File: src/rtl/bcd_digit_encoder_pkg.sv
// rtl/bcd_digit_encoder_pkg.sv - shared types and constants for the BCD digit encoder
package bcd_digit_encoder_pkg;

    typedef enum logic [1:0] {
        IDLE  = 2'd0,
        SHIFT = 2'd1,
        DONE  = 2'd2
    } state_t;

    // Any code above 9 is shown as a blank digit by the downstream decoders.
    localparam logic [3:0] BCD_BLANK       = 4'hF;
    localparam logic [3:0] BCD_ADD3_THRESH = 4'd5;

endpackage

File: src/rtl/bcd_add3.sv
// rtl/bcd_add3.sv - double-dabble digit correction (add 3 when digit >= 5)
//
// Ports:
//   i_digit  BCD digit before the shift
//   o_digit  corrected digit; a legal digit (0..9) never carries out of 4 bits
module bcd_add3
    import bcd_digit_encoder_pkg::*;
(
    input  logic [3:0] i_digit,
    output logic [3:0] o_digit
);

    assign o_digit = (i_digit >= BCD_ADD3_THRESH) ? (i_digit + 4'd3) : i_digit;

endmodule

File: src/rtl/bcd_digit_encoder.sv
// rtl/bcd_digit_encoder.sv - sequential binary-to-BCD converter (shift-add-3, one bit per clock)
//
// Ports:
//   i_clk        system clock, rising edge
//   i_rst_n      asynchronous active-low reset
//   i_in_valid   i_in_data is valid
//   o_in_ready   converter idle and able to accept a value
//   i_in_data    unsigned binary value
//   o_out_valid  result available (DONE state)
//   i_out_ready  consumer acknowledges the result
//   o_bcd_out    packed BCD, digit k in bits [4k+3:4k], ones digit lowest
//   o_overflow   last accepted value exceeded 10^DIGITS - 1 (digits saturate to 9)
//
// Optional build macro: BCD_LEADING_ZERO_BLANK_EN - leading zero digits above the
// most significant nonzero digit are output as 4'hF; digit 0 is never blanked.
module bcd_digit_encoder
    import bcd_digit_encoder_pkg::*;
#(
    parameter int IN_WIDTH = 11,
    parameter int DIGITS   = 4
) (
    input  logic                  i_clk,
    input  logic                  i_rst_n,
    input  logic                  i_in_valid,
    output logic                  o_in_ready,
    input  logic [IN_WIDTH-1:0]   i_in_data,
    output logic                  o_out_valid,
    input  logic                  i_out_ready,
    output logic [4*DIGITS-1:0]   o_bcd_out,
    output logic                  o_overflow
);

    localparam int          BCD_W   = 4 * DIGITS;
    localparam int          SR_W    = BCD_W + IN_WIDTH;
    localparam int          CNT_W   = $clog2(IN_WIDTH + 1);
    localparam int unsigned MAX_VAL = 10**DIGITS - 1;
    // Compare in a width that holds both the input and the limit.
    localparam int          CMP_W   = (IN_WIDTH > 32) ? IN_WIDTH : 32;

`ifdef BCD_LEADING_ZERO_BLANK_EN
    localparam logic [BCD_W-1:0] BCD_RST = {{(DIGITS-1){BCD_BLANK}}, 4'h0};
`else
    localparam logic [BCD_W-1:0] BCD_RST = '0;
`endif

    state_t             r_state;
    state_t             w_next;
    logic [SR_W-1:0]    r_sr;
    logic [CNT_W-1:0]   r_cnt;
    logic               r_ovf_flag;
    logic [BCD_W-1:0]   r_bcd;
    logic               r_overflow;

    logic               w_over;
    logic               w_last;
    logic [BCD_W-1:0]   w_adj;
    logic [SR_W-1:0]    w_shifted;
    logic [BCD_W-1:0]   w_conv;
    logic [BCD_W-1:0]   w_result;
`ifdef BCD_LEADING_ZERO_BLANK_EN
    logic               w_lead;
`endif

    assign w_over = CMP_W'(i_in_data) > CMP_W'(MAX_VAL);
    assign w_last = (r_cnt == CNT_W'(1));

    genvar g;
    generate
        for (g = 0; g < DIGITS; g++) begin : g_add3
            bcd_add3 u_add3 (
                .i_digit (r_sr[IN_WIDTH + 4*g +: 4]),
                .o_digit (w_adj[4*g +: 4])
            );
        end
    endgenerate

    // Corrected digits and the binary part shift together; the top BCD bit falls off.
    assign w_shifted = {w_adj[BCD_W-2:0], r_sr[IN_WIDTH-1:0], 1'b0};
    assign w_conv    = w_shifted[SR_W-1 -: BCD_W];

    always_comb begin
        w_result = w_conv;
`ifdef BCD_LEADING_ZERO_BLANK_EN
        w_lead = 1'b1;
        for (int k = DIGITS - 1; k >= 1; k--) begin
            if (w_lead && (w_conv[4*k +: 4] == 4'd0)) begin
                w_result[4*k +: 4] = BCD_BLANK;
            end else begin
                w_lead = 1'b0;
            end
        end
`endif
        if (r_ovf_flag) begin
            w_result = {DIGITS{4'h9}};
        end
    end

    always_ff @(posedge i_clk or negedge i_rst_n) begin
        if (!i_rst_n) begin
            r_state <= IDLE;
        end else begin
            r_state <= w_next;
        end
    end

    always_comb begin
        w_next      = r_state;
        o_in_ready  = 1'b0;
        o_out_valid = 1'b0;
        case (r_state)
            IDLE: begin
                o_in_ready = 1'b1;
                if (i_in_valid) begin
                    w_next = SHIFT;
                end
            end
            SHIFT: begin
                if (w_last) begin
                    w_next = DONE;
                end
            end
            DONE: begin
                o_out_valid = 1'b1;
                if (i_out_ready) begin
                    w_next = IDLE;
                end
            end
            default: w_next = IDLE;
        endcase
    end

    always_ff @(posedge i_clk or negedge i_rst_n) begin
        if (!i_rst_n) begin
            r_sr       <= '0;
            r_cnt      <= '0;
            r_ovf_flag <= 1'b0;
            r_bcd      <= BCD_RST;
            r_overflow <= 1'b0;
        end else begin
            case (r_state)
                IDLE: begin
                    if (i_in_valid) begin
                        r_sr       <= SR_W'(i_in_data);
                        r_cnt      <= CNT_W'(IN_WIDTH);
                        r_ovf_flag <= w_over;
                    end
                end
                SHIFT: begin
                    r_sr  <= w_shifted;
                    r_cnt <= r_cnt - CNT_W'(1);
                    // Outputs only move on entry to DONE so the display holds steady.
                    if (w_last) begin
                        r_bcd      <= w_result;
                        r_overflow <= r_ovf_flag;
                    end
                end
                default: ;
            endcase
        end
    end

    assign o_bcd_out  = r_bcd;
    assign o_overflow = r_overflow;

endmodule

File: config.mk
export PLATFORM = sky130hd
export DESIGN_NAME = bcd_digit_encoder
export DESIGN_NICKNAME = d
export VERILOG_FILES = /design/src/rtl/bcd_digit_encoder_pkg.sv /design/src/rtl/bcd_add3.sv /design/src/rtl/bcd_digit_encoder.sv
export SDC_FILE = /design/constraint.sdc
export NUM_CORES = 1
export LEC_CHECK = 0
export CAP_MARGIN = 0
export CORE_ASPECT_RATIO = 1.25
export CORE_MARGIN = 2
export CORE_UTILIZATION = 35
export CTS_CLUSTER_DIAMETER = 40
export DETAILED_ROUTE_END_ITERATION = 10
export SYNTH_ARGS = -nofsm -noshare
export SYNTH_HDL_FRONTEND = slang
export SYNTH_SLANG_ARGS = --single-unit
export TNS_END_PERCENT = 5
File: constraint.sdc
create_clock -name i_clk -period 2.95 [get_ports i_clk]
set_input_delay 0.59 -clock i_clk [delete_from_list [all_inputs] [get_ports i_clk]]
set_output_delay 0.59 -clock i_clk [all_outputs]
set_load 0.01 [all_outputs]
==> summary.md, run 1 <==
| Metric | Value |
|---|---|
| Layout Utilization | 42.6% |
| Initial antenna violation count | 0 |
| Die Footprint | 7670 sq um |
| Vias | 1855 |
| Clock Skew | 0.00763 ns |
| Gpl congestion | 0.783 |
| RSZ-0062 raised after global routing | no |
| Max-slew headroom | 54.1% |
| Syn_area_per_cell | 9.70 sq um |
| Capture point of the worst reg-to-reg path | r_sr[21] |
| Crit path max-delay family | buffers and inverters |
| Max cap viols | 0 |
| ANT cells | 0 |
| Initial drt markers | 65 |
| Root buffer cell | clkbuf_8 |
| Max-slew violations | 0 |
| Synth Area in Adders | 5.12% |
| Synthesized Nets | 277 |
| Post-Route Setup TNS | 0 ns |
| I/O pin cnt | 34 |
| Overall Power | 2990 uW |
| Total congestion overflow | 0 |
| CP Depth | 3 |
| Reg-to-Reg Start | r_sr[19] |
| CTS tree | yes |
| R2r setup slk | 1.21 ns |
| Leak | 0.00127 uW |
| Status | finished, final reports clean |
| Hold Vio Cnt, Final | 0 |
| Syn. warnings | 0 |
| Sequential power share | 41.0% |
| Fillers | 675 |
| Power Density | 1020 nW/um^2 |
| Die width | 78.7 um |
| CP max-delay cell | dfrtp_1 |
| Multi-input logic area | 1090 sq um |
| Critical Setup Path Class | flop to output pin |
| # port buffers | 32 |
| Row Count | 34 |
| Initial core utilization | 35.7% |
| # hold bufs at CTS | 0 |
| Maximum vdd ir drop | 0.342 mV |
| CP startpoint kind | flop |
| WL/cell | 13.3 um |
| Fmax | 433 MHz |
| Clk sinks | 49 |
| Antenna Nets Post-Route | 0 |
| Detail Placement HPWL | 3460 um |
| Sequential area share after synthesis | 50.2% |
| Sw frac | 39.2% |
| First drt pass iteration count | 4 |
| Slowest Stage Delay on Critical Path | 0.58 ns |
| Via/cell ratio | 4.96 |
| First-pass GRT wire length | 8810 um |
| WP buf/inv | 2 |
| Cts repair resizes | 0 |
| CTS Buf Count | 5 |
| Seq. cell area | 1230 sq um |
| Clock Power Share | 12.8% |
| Largest net degree at the start of global routing | 32 |
| Clock transition at the registers of the reported paths | 0.08 ns |
| WP data arrival | 1.72 ns |
| Max FO, Critical Path | 19 |
| Unique masters post-synth | 27 |
| # DRC | 0 |
| Slew @ Worst Pin | 0.688 ns |
| Longest Clk Path Bufs | 2 |
| Nets | 308 |
| Int Pwr | 1820 uW |
| Final period utilization | 78.3% |
| Largest family of logic cells by synthesized area | compound AO/OA/AOI/OAI gates |
| Setup-failing EPs final | 0 |
| Crit path required time | 2.36 ns |
| GRT Total Usage | 14.4% |
| Setup bufs post-CTS | 0 |
| Number of synthesized register bits | 49 |
| Synth Area in XOR/XNOR | 1.43% |
| Synth Cell Area | 2440 sq um |
| Worst Setup SP | r_state[0] |
| Worst r2r path cells | 6 |
| Clock Latency Late Sink | 0.30 ns |
| Core area | 6850 sq um |
| Vias in the first global route | 1852 |
| Mux cell area share after synthesis | 3.38% |
| Syn-to-layout area delta | 19.5% |
| Final Critical Period | 2.31 ns |
| CP Capture Type | output pin |
| Share of cells above drive strength 1 | 8.80% |
| Chip height | 97.4 um |
| Cells after Synth | 252 |
| Comb power frac | 46.3% |
| Total wire length | 4990 um |
| Synth Area in Compound Gates | 18.9% |
| Simple-gate area share of the yosys netlist | 15.6% |
| Crit path to | o_out_valid |
| H-Tree Depth | 2 |
| Crit path cell chain | nand2b_1 > inv_1 > clkdlybuf4s50_1 |
| Min-delay worst type | input pin to asynchronous set/reset pin |
| Switching power | 1170 uW |
## layout by cell type, fill, tap and decap left out, types with 10 or more instances in the layout
master           netlist  final
a21oi_1               24     24
dfrtp_1               49     49
o21ai_0               45     45
inv_1                 11     11
nand2_1               30     30
clkdlybuf4s50_1        0     31
ha_1                  10     10
nor2b_1               13     13
a22oi_1               11     11
## cells in the mapped netlist
cell | n | area share [%]
a21oi_1 | 24 | 4.9
a22o_1 | 3 | 1.1
a22oi_1 | 11 | 3.4
buf_2 | 6 | 1.2
buf_4 | 2 | 0.61
buf_6 | 2 | 0.92
clkbuf_1 | 5 | 0.77
conb_1 | 1 | 0.15
dfrtp_1 | 49 | 50
ha_1 | 10 | 5.1
inv_1 | 11 | 1.7
mux2_2 | 6 | 2.8
mux2_4 | 1 | 0.61
nand2_1 | 30 | 4.6
nand2_4 | 1 | 0.46
nand2b_1 | 6 | 1.5
nand3_1 | 4 | 0.82
nand3b_1 | 1 | 0.31
nor2_1 | 2 | 0.31
nor2b_1 | 13 | 3.3
nor2b_4 | 1 | 0.56
nor3_1 | 5 | 1.0
nor3b_1 | 7 | 2.2
nor3b_2 | 1 | 0.51
o21ai_0 | 45 | 9.2
o21bai_1 | 1 | 0.31
xnor2_1 | 4 | 1.4
## how the worst min path moves through the flow
stage	endpoint	slack (ns)	cells past startpoint
floorplan	o_bcd_out[0]	0.29	0
global placement	o_bcd_out[10]	0.46	2
detailed placement	o_bcd_out[10]	0.47	2
CTS	r_sr[19]	0.35	1
global route	r_sr[7]	0.37	1
finish	r_state[1]	0.32	1
## logic make-up after synthesis
group,after synthesis
compound gates,84
simple gates,71
mux,7
buf+inv,26
xor+xnor,4
fa+ha+maj,10
other cells,1
flops,49
## state kept, by name (all words and copies together) (netlist names)
name,flops
r_state,2
r_cnt,4
o_bcd_out,16
r_sr,27
## routing by layer
layer / track usage (%) / routed length (um) / share of wire (%)
met3: 3.16 / 188 / 3.8
met4: 4.45 / 61 / 1.2
met5: 0 / 0 / 0
met1: 18.5 / 2220 / 44
met2: 24.0 / 2520 / 51
## worst register-to-register path, cell delays in order (launching register included)
cell      delay [ns]
dfrtp_1         0.42
inv_1           0.11
ha_1            0.26
nand2b_1        0.09
a21oi_1         0.24
mux2_2          0.38
o21ai_0         0.15
## layout make-up
| type | instances | share of cell area [%] |
|---|---|---|
| clock buffers | 6 | 2.49 |
| clock inverters | 2 | 0.343 |
| inverters | 11 | 1.41 |
| multi-input cells | 177 | 37.3 |
| flip-flops and latches | 49 | 42.0 |
| well taps | 90 | 3.86 |
| repair buffers | 39 | 12.6 |
## power groups by stage
stage | logic [uW] | registers, uW | clock network [uW]
final | 1380 | 1230 | 382
after global routing | 1590 | 1270 | 435
after CTS | 1410 | 1230 | 402
after detailed placement | 1410 | 1240 | 0
after global placement | 1370 | 1240 | 0
after floorplan | 961 | 1210 | 0
## per-stage QoR
step / setup slack (ns) / area (sq um) / cells / hold WS (ns)
after detailed placement: 0.896 / 2840 / 366 / 0.470
after global placement: 0.967 / 2840 / 366 / 0.460
final: 0.639 / 2920 / 374 / 0.321
after floorplan: 1.43 / 2440 / 252 / 0.294
after CTS: 0.605 / 2920 / 374 / 0.353
after global routing: 0.544 / 2920 / 374 / 0.375
No activity file was read; power rests on OpenSTA's default activity.
==> run 2: changes to the inputs <==
==> constraint.sdc (replaced) <==
create_clock -name i_clk -period 2.3 [get_ports i_clk]
set_input_delay 0.46 -clock i_clk [delete_from_list [all_inputs] [get_ports i_clk]]
set_output_delay 0.46 -clock i_clk [all_outputs]
set_load 0.01 [all_outputs]
==> summary.md, run 2 (synthesis results as in run 1) <==
| Metric | Value |
|---|---|
| Largest Register | r_sr (unchanged) |
| Placed insts | 367 (was 366) |
| First drt pass iteration count | 4 (unchanged) |
| Final Critical Period | 1.93 ns |
| # hold bufs at CTS | 0 (unchanged) |
| Fillers | 670 (was 675) |
| Max reg flops | 27 (unchanged) |
| Clock Latency Late Sink | 0.30 ns (about the same) |
| Nets | 309 (was 308) |
| Seq. cell area | 1230 sq um (unchanged) |
| Max FO, Critical Path | 3 (was 19) |
| Syn-to-layout area delta | 20.0% (was 19.5%) |
| Min-delay worst type | input pin to asynchronous set/reset pin (unchanged) |
| Setup-failing EPs final | 0 (unchanged) |
| Largest net degree at the start of global routing | 32 (unchanged) |
| Row Count | 34 (unchanged) |
| Leak | 0.00126 uW (was 0.00127 uW) |
| Maximum vdd ir drop | 0.539 mV (was 0.342 mV) |
| Worst r2r path cells | 6 (unchanged) |
| GRT Max-Usage Layer | met2 (unchanged) |
| Via/cell ratio | 5.04 (was 4.96) |
| Status | finished, final reports clean (unchanged) |
| Reg-to-Reg Start | r_sr[15] (was r_sr[19]) |
| GR met2 Demand/Resource | 24.7% (was 24.0%) |
| Max-slew headroom | 65.4% (was 54.1%) |
| Clock Skew | 0.0118 ns (was 0.00763 ns) |
| Detail Placement HPWL | 3510 um (was 3460 um) |
| Commonest non-fill, non-tap cell in the layout | dfrtp_1 (unchanged) |
| Initial drt markers | 65 (unchanged) |
| Longest Clk Path Bufs | 2 (unchanged) |
| WL/cell | 13.2 um (was 13.3 um) |
| CTS Buf Count | 5 (unchanged) |
| Multi-input logic area | 1090 sq um (unchanged) |
| RSZ-0062 raised after global routing | no (unchanged) |
| Initial antenna violation count | 0 (unchanged) |
| H-Tree Depth | 2 (unchanged) |
| Max-slew violations | 0 (unchanged) |
| CP Capture Type | output pin (unchanged) |
| Power Density | 1320 nW/um^2 (was 1020 nW/um^2) |
| Vias in the first global route | 1887 (was 1852) |
| Fin cells | 375 (was 374) |
| Commonest cells after routing, fill and taps aside | dfrtp_1, o21ai_0, clkdlybuf4s50_1, nand2_1, a21oi_1 (unchanged) |
| Share of cells above drive strength 1 | 9.12% (was 8.80%) |
| Initial core utilization | 35.7% (unchanged) |
| Overall Power | 3870 uW (was 2990 uW) |
| Cts repair resizes | 0 (unchanged) |
| # port buffers | 32 (unchanged) |
| Crit path required time | 1.84 ns (was 2.36 ns) |
| Slew @ Worst Pin | 0.519 ns (was 0.688 ns) |
| Hold Vio Cnt, Final | 0 (unchanged) |
| Root buffer cell | clkbuf_8 (unchanged) |
| Clk sinks | 49 (unchanged) |
| Total congestion overflow | 0 (unchanged) |
| Antenna Nets Post-Route | 0 (unchanged) |
| Design Area, Final | 2930 sq um (was 2920 sq um) |
| Max cap viols | 0 (unchanged) |
| Placed cell area | 2850 sq um (was 2840 sq um) |
| CP startpoint kind | flop (unchanged) |
| Capture point of the worst reg-to-reg path | r_sr[17] (was r_sr[21]) |
| Final period utilization | 83.9% |
| ANT cells | 0 (unchanged) |
| Clock transition at the registers of the reported paths | 0.09 ns (was 0.08 ns) |
| CTS tree | yes (unchanged) |
| First-pass GRT wire length | 8780 um (was 8810 um) |
| WP data arrival | 1.47 ns (was 1.72 ns) |
| Gpl congestion | 0.752 (was 0.783) |
| GRT Total Usage | 14.4% (about the same) |
| Die Footprint | 7670 sq um (unchanged) |
| Vias | 1889 (was 1855) |
| Chip height | 97.4 um (unchanged) |
| Die width | 78.7 um (unchanged) |
| Post-Route Setup TNS | 0 ns (unchanged) |
| Total wire length | 4970 um (was 4990 um) |
| R2r setup slk | 0.57 ns (was 1.21 ns) |
| Core area | 6850 sq um (unchanged) |
| Fmax | 518 MHz |
| Met1 usage | 17.9% (was 18.5%) |
| Layout Utilization | 42.8% (was 42.6%) |
| I/O pin cnt | 34 (unchanged) |
| # DRC | 0 (unchanged) |
| Critical Setup Path Class | flop to output pin (unchanged) |
| Met3 GRT Util | 2.79% (was 3.16%) |
| Setup bufs post-CTS | 0 (unchanged) |
-- run 2: worst max-delay path by stage --
stage,start,to,slack [ns],depth (start not counted)
floorplan,r_sr[15],o_bcd_out[6],0.78,6
global placement,i_in_valid,r_sr[10],0.54,5
detailed placement,i_in_valid,r_sr[8],0.46,5
CTS,r_state[0],o_out_valid,0.35,3
global route,r_state[0],o_out_valid,0.27,3
finish,r_state[0],o_out_valid,0.37,3
-- run 2: final cells by class --
type | instances | area share [%]
clock buffer | 6 | 2.47
clock inverter | 2 | 0.512
inverter | 11 | 1.41
multi-input combinational | 177 | 37.2
sequential | 49 | 41.8
tap | 90 | 3.84
timing repair buffer | 40 | 12.8
-- run 2: per-layer routing --
metal	wire length (um)	up-vias
li1	-	928
met3	177	7
met1	2230	911
met5	0	-
met2	2510	43
met4	40	0
-- run 2: critical path, stage by stage, from the launching register on --
cell	delay [ns]
dfrtp_1	0.41
nand2b_1	0.16
inv_1	0.07
clkdlybuf4s50_1	0.53
-- run 2: where the power goes --
part	switching [uW]	internal, uW	total (uW)
logic	926	890	1820
clock network	288	215	503
registers	309	1240	1550
-- run 2: per-stage QoR --
stage / setup slack [ns] / hold slack, ns
final: 0.370 / 0.114
after floorplan: 0.777 / 0.164
after global placement: 0.540 / 0.463
after global routing: 0.274 / 0.147
after detailed placement: 0.460 / 0.470
after CTS: 0.345 / 0.136
